`config.mk`:
```
export PLATFORM = sky130hd
export DESIGN_NAME = regfile_param
export DESIGN_NICKNAME = d
export VERILOG_FILES = /design/src/rtl/regfile_param.sv
export SDC_FILE = /design/constraint.sdc
export NUM_CORES = 2
export LEC_CHECK = 0
export ABC_AREA = 1
export CELL_PAD_IN_SITES_DETAIL_PLACEMENT = 1
export CELL_PAD_IN_SITES_GLOBAL_PLACEMENT = 2
export CORE_ASPECT_RATIO = 0.9
export CORE_MARGIN = 2
export CORE_UTILIZATION = 39
export DETAILED_ROUTE_END_ITERATION = 10
export GPL_ROUTABILITY_DRIVEN = 1
export PLACE_DENSITY = 0.95
export SETUP_SLACK_MARGIN = 0.4
export SYNTH_ARGS = -nofsm -noshare
export SYNTH_HDL_FRONTEND = slang
export SYNTH_SLANG_ARGS = --single-unit
```
`constraint.sdc`:
```
create_clock -name clk -period 7.25 [get_ports clk]
set_input_delay 1.45 -clock clk [delete_from_list [all_inputs] [get_ports clk]]
set_output_delay 1.45 -clock clk [all_outputs]
set_load 0.01 [all_outputs]
```
`src/rtl/regfile_param.sv`:
```
// Parametrised register file: DEPTH words of WIDTH bits, one synchronous
// write port and two combinational read ports. Optional hardwired zero
// register and read-during-write bypass. Synchronous bulk clear and
// asynchronous active-low reset both zero the whole array.
module regfile_param #(
  parameter int WIDTH    = 64,
  parameter int DEPTH    = 32,
  parameter int ADDR_W   = $clog2(DEPTH),
  parameter bit ZERO_REG = 1'b1,
  parameter bit BYPASS   = 1'b1
) (
  input  logic              clk,
  input  logic              reset,
  input  logic              clear,
  input  logic              wr_en,
  input  logic [ADDR_W-1:0] wr_addr,
  input  logic [WIDTH-1:0]  wr_data,
  input  logic [ADDR_W-1:0] rd_addr_a,
  output logic [WIDTH-1:0]  rd_data_a,
  input  logic [ADDR_W-1:0] rd_addr_b,
  output logic [WIDTH-1:0]  rd_data_b
);

  // Storage view of every register; register 0 is a constant when hardwired.
  logic [WIDTH-1:0] mem [DEPTH];

  // One-hot select of the writable register addressed by wr_addr. An
  // out-of-range or hardwired-zero address produces an all-zero vector,
  // so such writes are dropped without touching any register.
  logic [DEPTH-1:0] wr_dec;
  logic             wr_live;
  logic             byp_a;
  logic             byp_b;

  genvar gi;
  generate
    for (gi = 0; gi < DEPTH; gi++) begin : g_reg
      if (ZERO_REG && gi == 0) begin : g_zero
        assign wr_dec[gi] = 1'b0;
        assign mem[gi]    = '0;
      end else begin : g_store
        logic [WIDTH-1:0] q;

        assign wr_dec[gi] = (wr_addr == ADDR_W'(gi));
        assign mem[gi]    = q;

        // Enable-gated flop bank: clear wins over a write, otherwise hold.
        always_ff @(posedge clk or negedge reset) begin
          if (!reset) begin
            q <= '0;
          end else if (clear) begin
            q <= '0;
          end else if (wr_en && wr_dec[gi]) begin
            q <= wr_data;
          end
        end
      end
    end
  endgenerate

  // A write that will actually land this cycle; qualifies the bypass path.
  assign wr_live = wr_en && reset && !clear && (|wr_dec);

  generate
    if (BYPASS) begin : g_byp
      assign byp_a = wr_live && (rd_addr_a == wr_addr);
      assign byp_b = wr_live && (rd_addr_b == wr_addr);
    end else begin : g_nobyp
      assign byp_a = 1'b0;
      assign byp_b = 1'b0;
    end
  endgenerate

  // Port A read mux; unmatched (out-of-range) addresses fall through to 0.
  always_comb begin
    rd_data_a = '0;
    if (reset) begin
      for (int i = 0; i < DEPTH; i++) begin
        if (rd_addr_a == ADDR_W'(i)) begin
          rd_data_a = mem[i];
        end
      end
      if (byp_a) begin
        rd_data_a = wr_data;
      end
    end
  end

  // Port B read mux, independent of port A.
  always_comb begin
    rd_data_b = '0;
    if (reset) begin
      for (int i = 0; i < DEPTH; i++) begin
        if (rd_addr_b == ADDR_W'(i)) begin
          rd_data_b = mem[i];
        end
      end
      if (byp_b) begin
        rd_data_b = wr_data;
      end
    end
  end

endmodule
```
==> out/qor.csv <==
stage,metric,value,unit
run_status,outcome,"complete, no violations",
sta,finalWorstPathRequiredPeriod,6.91,ns
die,core-area,265000,um2
die,row_count,179,
sta,slew_headroom,0.138,
cells_and_area,drive_above_1_share,0.0967,
critical_path,crit_path_start,rd_addr_b[2],
grt,grt_pass1_vias,108931,
clock_tree,cts_hold_buf,0,
placed_design,dp_cells,18087,
sta,final-max-slew-violation-count,0,
placed_design,port_buffers,210,
critical_path,crit_family,simple AND/OR/NAND/NOR gates,
yosys,yosys-top-cells-area,"dfrtp_1 (48%), nand2_1 (20%), o21ai_0 (11%)",
cells_and_area,layout.cells.non_filler,18576,
grt,grt_max_degree,158,
min_path,hp-class,in2async,
critical_path,end_kind,output pin,
critical_path,slowest_delay,0.54,ns
die,die_h,494,um
clock_tree,root_buffer,clkbuf_16,
yosys,yosysWarnings,0,
cells_and_area,postLayoutCellArea,122000,um2
critical_path,cp_max_fo,6,
critical_path,worstPathRequired,5.80,ns
critical_path,arrival,5.46,ns
placed_design,dpl.hpwl,333000,um
drt,ant_nets,0,
critical_path,crit-reg2reg-launch,g_reg[6].g_store.q[45]$_DFFE_PN0P_,
drt,finalWirelength,472000,um
drt,via_per_inst,5.79,
sta,tns,0,ns
clock_tree,htree_levels,4,
drt,drt_first_pass_iters,6,
grt,antenna_found_initial,37,
clock_tree,clock-sinks,1984,
sta,hold_viol,0,
sta,grt_setup_unrepaired,true,
critical_path,criticalPathCategory,in2out,
cells_and_area,top_register,g.g_store.q,
cells_and_area,top_regs,g.g_store.q (1984),
clock_tree,clk_pin_slew,0.06,ns
drt,vias,107506,
critical_path,cp_common_cell,nand2_1,
job,maxCapViolations,0,
cells_and_area,final_net_count,14926,
yosys,synth.avg_cell_area,7.02,um2
critical_path,start_kind,primary input,
critical_path,worst-path-buf-inv,10,
grt,grt_overflow,0,
drt,drt_iter0_drc,10434,
clock_tree,cts.path.max_buffers,4,
sta,worstMarginPinSlew,1.29,ns
sta,setup_ws,0.339,ns
power_and_ir_drop,power.density,233,nW/um2
power_and_ir_drop,vdd_drop_max,0.000205,V
sta,skew,0,ns
cells_and_area,area_growth,17.4,%
die,pin_count,211,
clock_tree,cts_buffers,222,
die,die-area,271000,um2
grt,grt_use_total,0.342,
power_and_ir_drop,leakage,54.3,nW
yosys,yosys.area.top_type_share,0.478,
yosys,synth_cells,14797,
power_and_ir_drop,total_power,28.4,mW
placed_design,place_area,113000,um2
drt,wl_per_cell,25.4,um
critical_path,slowest_stage,clkdlybuf4s50_1,
die,die_w,548,um
yosys,syn_area,104000,um2
yosys,synth_fp_nets,14880,
yosys,yosysSeqAreaShare,0.478,
sta,finalSetupViolations,0,
yosys,synth_cell_types,32,
sta,max_freq,145,MHz
cells_and_area,nFillCells,33153,
placed_design,place_congestion,0.997,
placed_design,dpl_worst_slack,-0.299,ns
cells_and_area,largest_reg_flops,1984,
cells_and_area,fin_util,0.461,
grt,grt_pass1_wl,701000,um
sta,whs,0.410,ns
drt,drc,0,
sta,period_share,0.953,
clock_tree,clock_latency,0.93,ns
yosys,ys_seq_elements,1984,
die,initial_core_util,0.393,
clock_tree,cts_tree,built,
yosys,yosysTopAreaCell,dfrtp_1,
[synth_stat cells]
cell type  instances
inv_2             14
a21oi_1          222
clkbuf_2           3
o21ai_0         2333
a31oi_1            4
or4_1              1
o21bai_1           1
clkbuf_1         962
nor3_2             1
buf_4              2
nand4_1          920
nand3_1          260
o211ai_1           3
clkinv_1          43
nor2_1          1207
nor4_1             3
o22ai_1            1
inv_1           1127
or2_2             45
o2111ai_1          1
nor2_2             4
buf_2             51
buf_1             43
o21ai_1           21
nor3_1            24
nand2_1         5505
nand3b_1           1
nor3b_1            2
nor3_4             2
xor2_1             6
a2111oi_0          1
dfrtp_1         1984
[cell families (layout without fill, tap and decap cells)]
kind of cell / Yosys count / after routing / share of synthesized area
AOI/OAI and AO/OA: 2587 / 2587 / 0.125
buffers and inverters: 2245 / 2464 / 0.0818
xor gates and xnor gates: 6 / 6 / 0.000506
and+or+nand+nor: 7975 / 7975 / 0.315
DFF: 1984 / 1984 / 0.478
other: 0 / 31 / 0
[what timing repair did]
action | CTS | global route
endpoints found under the setup margin | 117 | 116
resized for setup | 301 | 164
gates cloned | 4 | 2
setup buffers | 41 | 14
pin swaps | 185 | 120
[power by group]
part | switching, mW | leakage [nW] | internal, mW | total, mW
logic | 2.94 | 24.8 | 1.07 | 4.02
registers | 0.616 | 25.8 | 12.0 | 12.6
clock network | 4.97 | 3.68 | 6.87 | 11.8
[cells in the final DEF, fill, tap and decap left out, types with 5 or more instances in the layout]
cell type | netlist | routed
nand2_1 | 5505 | 5442
o21ai_0 | 2333 | 2329
dfrtp_1 | 1984 | 1984
inv_1 | 1127 | 1105
nor2_1 | 1207 | 1000
nand4_1 | 920 | 920
buf_4 | 2 | 527
nand3_1 | 260 | 248
clkbuf_16 | 0 | 229
a21oi_1 | 222 | 217
nor2_2 | 4 | 168
buf_12 | 0 | 115
clkdlybuf4s50_1 | 0 | 102
clkbuf_8 | 0 | 62
nand2_2 | 0 | 50
dlygate4sd2_1 | 0 | 49
clkbuf_1 | 962 | 47
or2_2 | 45 | 45
nor2_4 | 0 | 43
clkinv_2 | 0 | 41
clkinv_1 | 43 | 36
dlymetal6s2s_1 | 0 | 35
diode_2 | 0 | 31
buf_6 | 0 | 29
inv_2 | 14 | 26
o21ai_1 | 21 | 19
nor3_2 | 1 | 16
bufinv_16 | 0 | 15
nand2_4 | 0 | 13
inv_4 | 0 | 10
nor3_1 | 24 | 8
nand3_2 | 0 | 8
clkinvlp_4 | 0 | 6
xor2_1 | 6 | 6
o21ai_2 | 0 | 6
buf_16 | 0 | 5
buf_8 | 0 | 5
[layout make-up]
type	instances	area (um2)	share of cell area
diodes	31	77.6	0.000636
clock buffers	336	6710	0.0550
clock inverters	61	719	0.00590
inverters	1184	4490	0.0368
multi-input cells	10568	47000	0.386
flip-flops and latches	1984	49600	0.407
well taps	3529	4420	0.0362
repair buffers	883	8890	0.0729
[worst reg2reg max path, stage by stage (launching register included)]
cell,delay (ns)
dfrtp_1,0.41
nand2_1,0.11
o21ai_0,0.15
[final timing paths]
check | to | slack (ns) | cells after the start
min in group clk | g_reg[13].g_store.q[38]$_DFFE_PN0P_ | 0.49 | 2
setup / recovery | rd_data_b[26] | 0.34 | 30
setup reg to reg | g_reg[6].g_store.q[45]$_DFFE_PN0P_ | 6.41 | 2
hold / removal | g_reg[27].g_store.q[40]$_DFFE_PN0P_ | 0.41 | 1
hold reg to reg | g_reg[13].g_store.q[38]$_DFFE_PN0P_ | 0.49 | 2
max in group asynchronous | g_reg[4].g_store.q[61]$_DFFE_PN0P_ | 3.10 | 5
[routing by layer]
metal	wire length (um)	track usage	up-vias
met5	476	0.0188	-
met4	29800	0.193	18
met3	39000	0.0728	1340
met2	215000	0.547	4458
met1	188000	0.429	54193
li1	-	-	47497
No activity file was read; power rests on OpenSTA's default activity.
